## config.mk

```make
export PLATFORM = sky130hd
export DESIGN_NAME = hazard_ctrl
export DESIGN_NICKNAME = d
export VERILOG_FILES = /design/src/rtl/hazard_pkg.sv /design/src/rtl/hazard_ctrl_mdu_timer.sv /design/src/rtl/hazard_ctrl.sv
export SDC_FILE = /design/constraint.sdc
export NUM_CORES = 1
export LEC_CHECK = 0
export ABC_AREA = 1
export CAP_MARGIN = 10
export CELL_PAD_IN_SITES_DETAIL_PLACEMENT = 1
export CELL_PAD_IN_SITES_GLOBAL_PLACEMENT = 2
export CORE_MARGIN = 1.5
export CORE_UTILIZATION = 19
export DETAILED_ROUTE_END_ITERATION = 12
export GPL_TIMING_DRIVEN = 1
export HOLD_SLACK_MARGIN = 0.08
export PLACE_DENSITY_LB_ADDON = 0.1
export RECOVER_POWER = 100
export SYNTH_ARGS = -nofsm -noshare
export SYNTH_HDL_FRONTEND = slang
export SYNTH_SLANG_ARGS = --single-unit
```

## constraint.sdc

```tcl
create_clock -name clk -period 2.15 [get_ports clk]
set_input_delay 0.5375 -clock clk [delete_from_list [all_inputs] [get_ports clk]]
set_output_delay 0.5375 -clock clk [all_outputs]
set_load 0.03 [all_outputs]
```

## src/rtl/hazard_pkg.sv

```systemverilog
// Shared constants and types for the pipeline hazard controller.
package hazard_pkg;

  // EX operand forwarding selects
  localparam logic [1:0] FWD_RF  = 2'b00;
  localparam logic [1:0] FWD_WB  = 2'b01;
  localparam logic [1:0] FWD_MEM = 2'b10;

  // MUL/DIV occupancy FSM states
  typedef enum logic {
    MDU_IDLE = 1'b0,
    MDU_BUSY = 1'b1
  } mdu_state_e;

  // Pipeline register controls driven by the hazard unit
  typedef struct packed {
    logic pc_en;
    logic if_id_wr;
    logic if_id_flush;
    logic id_ex_wr;
    logic id_ex_flush;
    logic ex_mem_flush;
  } pipe_ctrl_t;

  localparam pipe_ctrl_t CTRL_IDLE     = '{1'b1, 1'b1, 1'b0, 1'b1, 1'b0, 1'b0};
  localparam pipe_ctrl_t CTRL_FREEZE   = '{1'b0, 1'b0, 1'b0, 1'b0, 1'b0, 1'b1};
  localparam pipe_ctrl_t CTRL_REDIRECT = '{1'b1, 1'b1, 1'b1, 1'b1, 1'b1, 1'b0};
  localparam pipe_ctrl_t CTRL_LOADUSE  = '{1'b0, 1'b0, 1'b0, 1'b1, 1'b1, 1'b0};

endpackage

```

## src/rtl/hazard_ctrl_mdu_timer.sv

```systemverilog
// MUL/DIV occupancy timer: holds the pipeline frozen for MDU_LAT-1 cycles
// while a multi-cycle op sits in EX; the op leaves EX on the release edge.
module hazard_mdu_timer
  import hazard_pkg::*;
#(
  parameter int unsigned MDU_LAT = 32
) (
  input  logic clk,
  input  logic rst,
  input  logic mdu_start_E,
  output logic mdu_busy
);

  // Counter preload: the start cycle itself is the first frozen cycle.
  localparam logic [7:0] CNT_LOAD = 8'((MDU_LAT > 32'd1) ? (MDU_LAT - 32'd2) : 32'd0);
  // A single-cycle op never needs a freeze.
  localparam logic       START_EN = (MDU_LAT > 32'd1);

  mdu_state_e r_state;
  mdu_state_e w_state_nxt;
  logic [7:0] r_cnt;
  logic [7:0] w_cnt_nxt;

  // State and counter registers; reset aborts any freeze in progress.
  always_ff @(posedge clk or posedge rst) begin
    if (rst) begin
      r_state <= MDU_IDLE;
      r_cnt   <= 8'd0;
    end else begin
      r_state <= w_state_nxt;
      r_cnt   <= w_cnt_nxt;
    end
  end

  // Next-state and counter update; start is ignored while already busy.
  always_comb begin
    w_state_nxt = r_state;
    w_cnt_nxt   = r_cnt;
    case (r_state)
      MDU_IDLE: begin
        if (mdu_start_E && START_EN) begin
          w_state_nxt = MDU_BUSY;
          w_cnt_nxt   = CNT_LOAD;
        end else begin
          w_state_nxt = MDU_IDLE;
          w_cnt_nxt   = r_cnt;
        end
      end
      MDU_BUSY: begin
        if (r_cnt != 8'd0) begin
          w_state_nxt = MDU_BUSY;
          w_cnt_nxt   = r_cnt - 8'd1;
        end else begin
          w_state_nxt = MDU_IDLE;
          w_cnt_nxt   = 8'd0;
        end
      end
      default: begin
        w_state_nxt = MDU_IDLE;
        w_cnt_nxt   = 8'd0;
      end
    endcase
  end

  // Freeze output: high on the start cycle and on every busy cycle but the last.
  always_comb begin
    mdu_busy = 1'b0;
    if (rst) begin
      mdu_busy = 1'b0;
    end else begin
      case (r_state)
        MDU_IDLE: mdu_busy = mdu_start_E && START_EN;
        MDU_BUSY: mdu_busy = (r_cnt != 8'd0);
        default:  mdu_busy = 1'b0;
      endcase
    end
  end

endmodule

```

## src/rtl/hazard_ctrl.sv

```systemverilog
// Pipeline hazard controller for the 5-stage MIPS datapath: load-use stalls,
// EX forwarding selects, redirect flushes and MUL/DIV freeze.
module hazard_ctrl
  import hazard_pkg::*;
#(
  parameter int unsigned REG_AW   = 5,
  parameter int unsigned LOAD_LAT = 1,
  parameter int unsigned MDU_LAT  = 32,
  parameter int unsigned FWD_EN   = 1
) (
  input  logic              clk,
  input  logic              rst,
  input  logic [REG_AW-1:0] rs_D,
  input  logic [REG_AW-1:0] rt_D,
  input  logic              use_rs_D,
  input  logic              use_rt_D,
  input  logic [REG_AW-1:0] rs_E,
  input  logic [REG_AW-1:0] rt_E,
  input  logic [REG_AW-1:0] dst_E,
  input  logic [REG_AW-1:0] dst_M,
  input  logic [REG_AW-1:0] dst_W,
  input  logic              regwrite_E,
  input  logic              regwrite_M,
  input  logic              regwrite_W,
  input  logic              memtoreg_E,
  input  logic              memtoreg_M,
  input  logic              mdu_start_E,
  input  logic              redirect_E,
  output logic              pc_en_F,
  output logic              if_id_wr,
  output logic              if_id_flush,
  output logic              id_ex_wr,
  output logic              id_ex_flush,
  output logic              ex_mem_flush,
  output logic [1:0]        fwd_a_E,
  output logic [1:0]        fwd_b_E,
  output logic              mdu_busy
);

  localparam logic L_LOAD2 = (LOAD_LAT == 32'd2);
  localparam logic L_FWD   = (FWD_EN != 32'd0);

  // A producer feeds a consumer only if it writes a nonzero register.
  function automatic logic f_match(input logic [REG_AW-1:0] dst, input logic wr,
                                   input logic [REG_AW-1:0] src);
    return wr && (dst == src) && (dst != {REG_AW{1'b0}});
  endfunction

  // Hazard test for one ID source operand.
  function automatic logic f_src_stall(input logic [REG_AW-1:0] src, input logic used);
    logic l_e, l_m, l_w;
    l_e = f_match(dst_E, regwrite_E, src);
    l_m = f_match(dst_M, regwrite_M, src);
    l_w = f_match(dst_W, regwrite_W, src);
    return used && ((l_e && memtoreg_E) ||
                    (L_LOAD2 && l_m && memtoreg_M) ||
                    (!L_FWD && (l_e || l_m || l_w)));
  endfunction

  // Forwarding select for one EX operand; MEM beats WB, loads in MEM cannot forward.
  function automatic logic [1:0] f_fwd_sel(input logic [REG_AW-1:0] src);
    logic [1:0] l_sel;
    if (f_match(dst_M, regwrite_M, src) && !memtoreg_M) begin
      l_sel = FWD_MEM;
    end else if (f_match(dst_W, regwrite_W, src)) begin
      l_sel = FWD_WB;
    end else begin
      l_sel = FWD_RF;
    end
    return l_sel;
  endfunction

  logic       w_mdu_busy;
  logic       w_load_stall;
  logic [1:0] w_fwd_a;
  logic [1:0] w_fwd_b;
  pipe_ctrl_t w_ctrl;

  hazard_mdu_timer #(
    .MDU_LAT (MDU_LAT)
  ) u_mdu_timer (
    .clk         (clk),
    .rst         (rst),
    .mdu_start_E (mdu_start_E),
    .mdu_busy    (w_mdu_busy)
  );

  // Load-use (or no-forwarding RAW) stall request from the ID instruction.
  always_comb begin
    w_load_stall = 1'b0;
    if (rst) begin
      w_load_stall = 1'b0;
    end else begin
      w_load_stall = f_src_stall(rs_D, use_rs_D) || f_src_stall(rt_D, use_rt_D);
    end
  end

  // EX operand forwarding selects; all regfile when forwarding is disabled.
  always_comb begin
    w_fwd_a = FWD_RF;
    w_fwd_b = FWD_RF;
    if (L_FWD && !rst) begin
      w_fwd_a = f_fwd_sel(rs_E);
      w_fwd_b = f_fwd_sel(rt_E);
    end else begin
      w_fwd_a = FWD_RF;
      w_fwd_b = FWD_RF;
    end
  end

  // Pipeline control priority: freeze, then redirect, then load-use stall.
  always_comb begin
    w_ctrl = CTRL_IDLE;
    if (rst) begin
      w_ctrl = CTRL_IDLE;
    end else if (w_mdu_busy) begin
      w_ctrl = CTRL_FREEZE;
    end else if (redirect_E) begin
      w_ctrl = CTRL_REDIRECT;
    end else if (w_load_stall) begin
      w_ctrl = CTRL_LOADUSE;
    end else begin
      w_ctrl = CTRL_IDLE;
    end
  end

  assign pc_en_F      = w_ctrl.pc_en;
  assign if_id_wr     = w_ctrl.if_id_wr;
  assign if_id_flush  = w_ctrl.if_id_flush;
  assign id_ex_wr     = w_ctrl.id_ex_wr;
  assign id_ex_flush  = w_ctrl.id_ex_flush;
  assign ex_mem_flush = w_ctrl.ex_mem_flush;
  assign fwd_a_E      = w_fwd_a;
  assign fwd_b_E      = w_fwd_b;
  assign mdu_busy     = w_mdu_busy;

endmodule

```

==> results.toml <==
[logic_synthesis]
synth_seq_cells = 9
ys.warnings.count = 0
synth.yosys.seq_area_share_pct = 20.09
syn-num-nets = 241
synth.largest_area_cell = "dfrtp_1"
synth_area_per_cell_um2 = 5.809
top_post_synthesis_cells_by_area = "dfrtp_1 20%, nand2_1 17%, inv_1 12%"
ys_async_sr_fraction_pct = 100.0
netlist_area_mm2 = 0.001121
synth-edff-count = 0
synth.lib_cells_used.distinct = 26
synth_cells = 193
synth_top_area_share_pct = 20.09
synth_top_flop_cell = "dfrtp_1"

[die]
floorplan.die_area_mm2 = 0.006370
placement_rows = 27
core-area_mm2 = 0.005608
initial_utilization_pct = 19.99
die_h_um = 79.82
ios = 57
die_width_um = 79.82

[setup_path]
start_kind = "register"
timing.critical_path.slowest_cell_delay_ns = 0.40
crit_path_frequent_cell = "nand2_4"
slowest_stage = "dfrtp_1"
setup.worst_path.end_class = "primary output"
crit_required_ns = 1.61
path_delay_family = "flip-flops"
setup.worst_path.class = "register to primary output"
timing.critical_path.cells = "inv_2, ha_4, nand2_4, o21ai_4, nand2_4, nor2_4, nand3_2, nand2_2, buf_6"
critical_path.n_buffers_inverters = 2
worst-endpoint-arrival_ns = 1.57
path_max_fanout = 3

[cells_and_area]
post-route-util_pct = 34.49
design_area_mm2 = 0.001934
final_nets = 320
syn2layout_area_growth_pct = 72.55
insertedDiodeCount = 0
post_route_cells_drive_above_1_share_pct = 32.47

[sta]
clock.fmax_mhz = 473.5
setup_total_negative_slack_ns = 0
final_max_slew_viol_count = 0
rsz0062_at_grt = "true"
clock_skew_ns = 0.004584
tightest_slew_ns = 0.2492
post-route-min-period_ns = 2.112
slew-limit-headroom_pct = 83.31
final.period_utilization_pct = 98.24
final_setup_viols = 0
finalHoldViolCount = 0
whs_ns = 0.3609

[detailed_routing]
detail_route.wl_per_cell_um = 11.59
drt_pass1_iterations = 2
dr.first_iter.drc_count = 19
post_drt_via_cell_ratio = 4.157
final_wirelength_mm = 3.975
dr_total_vias = 1426
postRouteAntennaNets = 0
drt_drc_violations_left = 0

[global_route]
grt_max_degree = 11
globalRouteOverflowTotal = 0
gr-usage-all-layers_pct = 12.80
grt_pass1_wl_mm = 6.486
number_of_antenna_violations_at_the_first_check_in_global_routing = 0
grt_pass1_vias = 1489

[clock_network]
cts_buffer_depth = 2
cts.sinks = 9
cts_tree = "done"
clk_root_buffer_cell = "clkbuf_8"
cts_hold_repair_buffers = 0
clk_pin_slew_ns = 0.05
cts-buffers-inserted = 3
htreeDepth = 1
worstSkewPairLatency_ns = 0.24

[hold_path]
hp-class = "primary input to asynchronous set/reset pin"

[power]
total_leakage_power_nw = 1.008
power.total_uw = 587.9
power_density_mw_per_mm2 = 303.9
peakVddDrop_v = 0.0001859

[run]
maxCapViolCount = 0

[placement]
gpl.final_weighted_congestion = 0.7233
hpwlAfterDp_mm = 3.327
port_buffers = 56
dpl-instance-area_mm2 = 0.001849

[run_status]
outcome = "completed"
per-layer routing:
metal | GRT usage (%) | part of all wire, % | up-vias
li1 | - | - | 755
met1 | 14.87 | 44 | 628
met2 | 23.98 | 50 | 43
met3 | 3.314 | 6.7 | 0
met4 | 1.552 | 0 | 0
met5 | 0 | 0 | -
worst register-to-register path, cell delays in order (launching register included):
cell     delay [ns]
dfrtp_1        0.40
inv_2          0.10
ha_4           0.15
nand2_4        0.05
o21ai_4        0.18
buf_4          0.19
inv_1          0.05
nand2_1        0.06
o21ai_1        0.07
cell usage after synthesis (2+ instances only):
| master | n |
|---|---|
| nand2_1 | 52 |
| inv_1 | 37 |
| nor2_1 | 28 |
| nand3_1 | 10 |
| dfrtp_1 | 9 |
| o21ai_0 | 8 |
| xor2_1 | 8 |
| nor3_1 | 6 |
| o22ai_1 | 6 |
| xnor2_1 | 5 |
| a21oi_1 | 3 |
| buf_4 | 2 |
| ha_1 | 2 |
| nand2_2 | 2 |
| nand4_1 | 2 |
| nor2_2 | 2 |
| o221ai_1 | 2 |
repair_timing:
action / 4_1_cts / 5_1_grt
pin swaps: 23 / 24
buffers inserted: 2 / 2
setup endpoints to repair: 8 / 8
gates resized for setup: 62 / 54
metrics by stage:
stage / std cells / setup slack (ns)
floorplan: 193 / 0.02128
global placement: 335 / -0.2702
detailed placement: 335 / -0.2704
CTS: 341 / 0.0004065
global route: 343 / -0.04394
finish: 343 / 0.03791
final timing paths:
| check | startpoint | end | slack, ns | cells past startpoint |
|---|---|---|---|---|
| max reg2reg | u_mdu_timer.r_cnt[0] | u_mdu_timer.r_cnt[7] | 0.81 | 8 |
| min reg2reg | u_mdu_timer.r_cnt[0] | u_mdu_timer.r_cnt[0] | 0.52 | 1 |
| max | u_mdu_timer.r_cnt[0] | id_ex_flush | 0.04 | 9 |
| min | rst | u_mdu_timer.r_cnt[0] | 0.36 | 3 |
| min in group clk | u_mdu_timer.r_cnt[0] | u_mdu_timer.r_cnt[0] | 0.52 | 1 |
| max in group asynchronous | rst | u_mdu_timer.r_cnt[4] | 1.64 | 3 |
flip-flops by register name, indices dropped and copies added (netlist names):
| signal | count |
|---|---|
| u_mdu_timer.r_cnt | 8 |
| u_mdu_timer.r_state | 1 |
area by class of cell:
type	instances	area [µm²]
Timing Repair Buffer	76	596.8
Sequential cell	9	225.2
Tap cell	72	90.09
Inverter	38	142.6
Multi-Input combinational cell	144	834.6
Clock buffer	4	45.04
Fill cell	747	3674
cells by family after synthesis:
group,synth area share (%)
adder cells (fa/ha/maj),2.232
AO/OA/AOI/OAI,13.62
buffers and inverters,14.06
AND/OR/NAND/NOR,39.84
flip-flops,20.09
XOR/XNOR,10.16
report_power, final:
group	internal [mW]	total, mW	switching, mW
combinational	0.105	0.217	0.112
sequential	0.170	0.170	0
clock	0.130	0.201	0.0713
total	0.404	0.588	0.184
layout by cell type (no fill, tap or decap):
cell	instances
a21oi_1	2
a21oi_2	1
a31oi_1	1
buf_4	26
buf_6	5
clkbuf_1	2
clkbuf_2	13
clkbuf_8	3
clkdlybuf4s15_1	2
clkdlybuf4s50_1	2
dfrtp_1	9
dlygate4sd2_1	27
ha_1	1
ha_4	1
inv_1	27
inv_2	11
nand2_1	46
nand2_2	7
nand2_4	2
nand3_1	9
nand3_2	1
nand4_1	2
nor2_1	20
nor2_2	9
nor2_4	2
nor3_2	6
o211ai_1	1
o21ai_0	6
o21ai_1	3
o21ai_4	1
o21bai_1	1
o221ai_1	2
o22ai_1	6
or2_1	1
xnor2_1	5
xor2_1	8
Note: power is estimated with default switching activity, not from simulation.
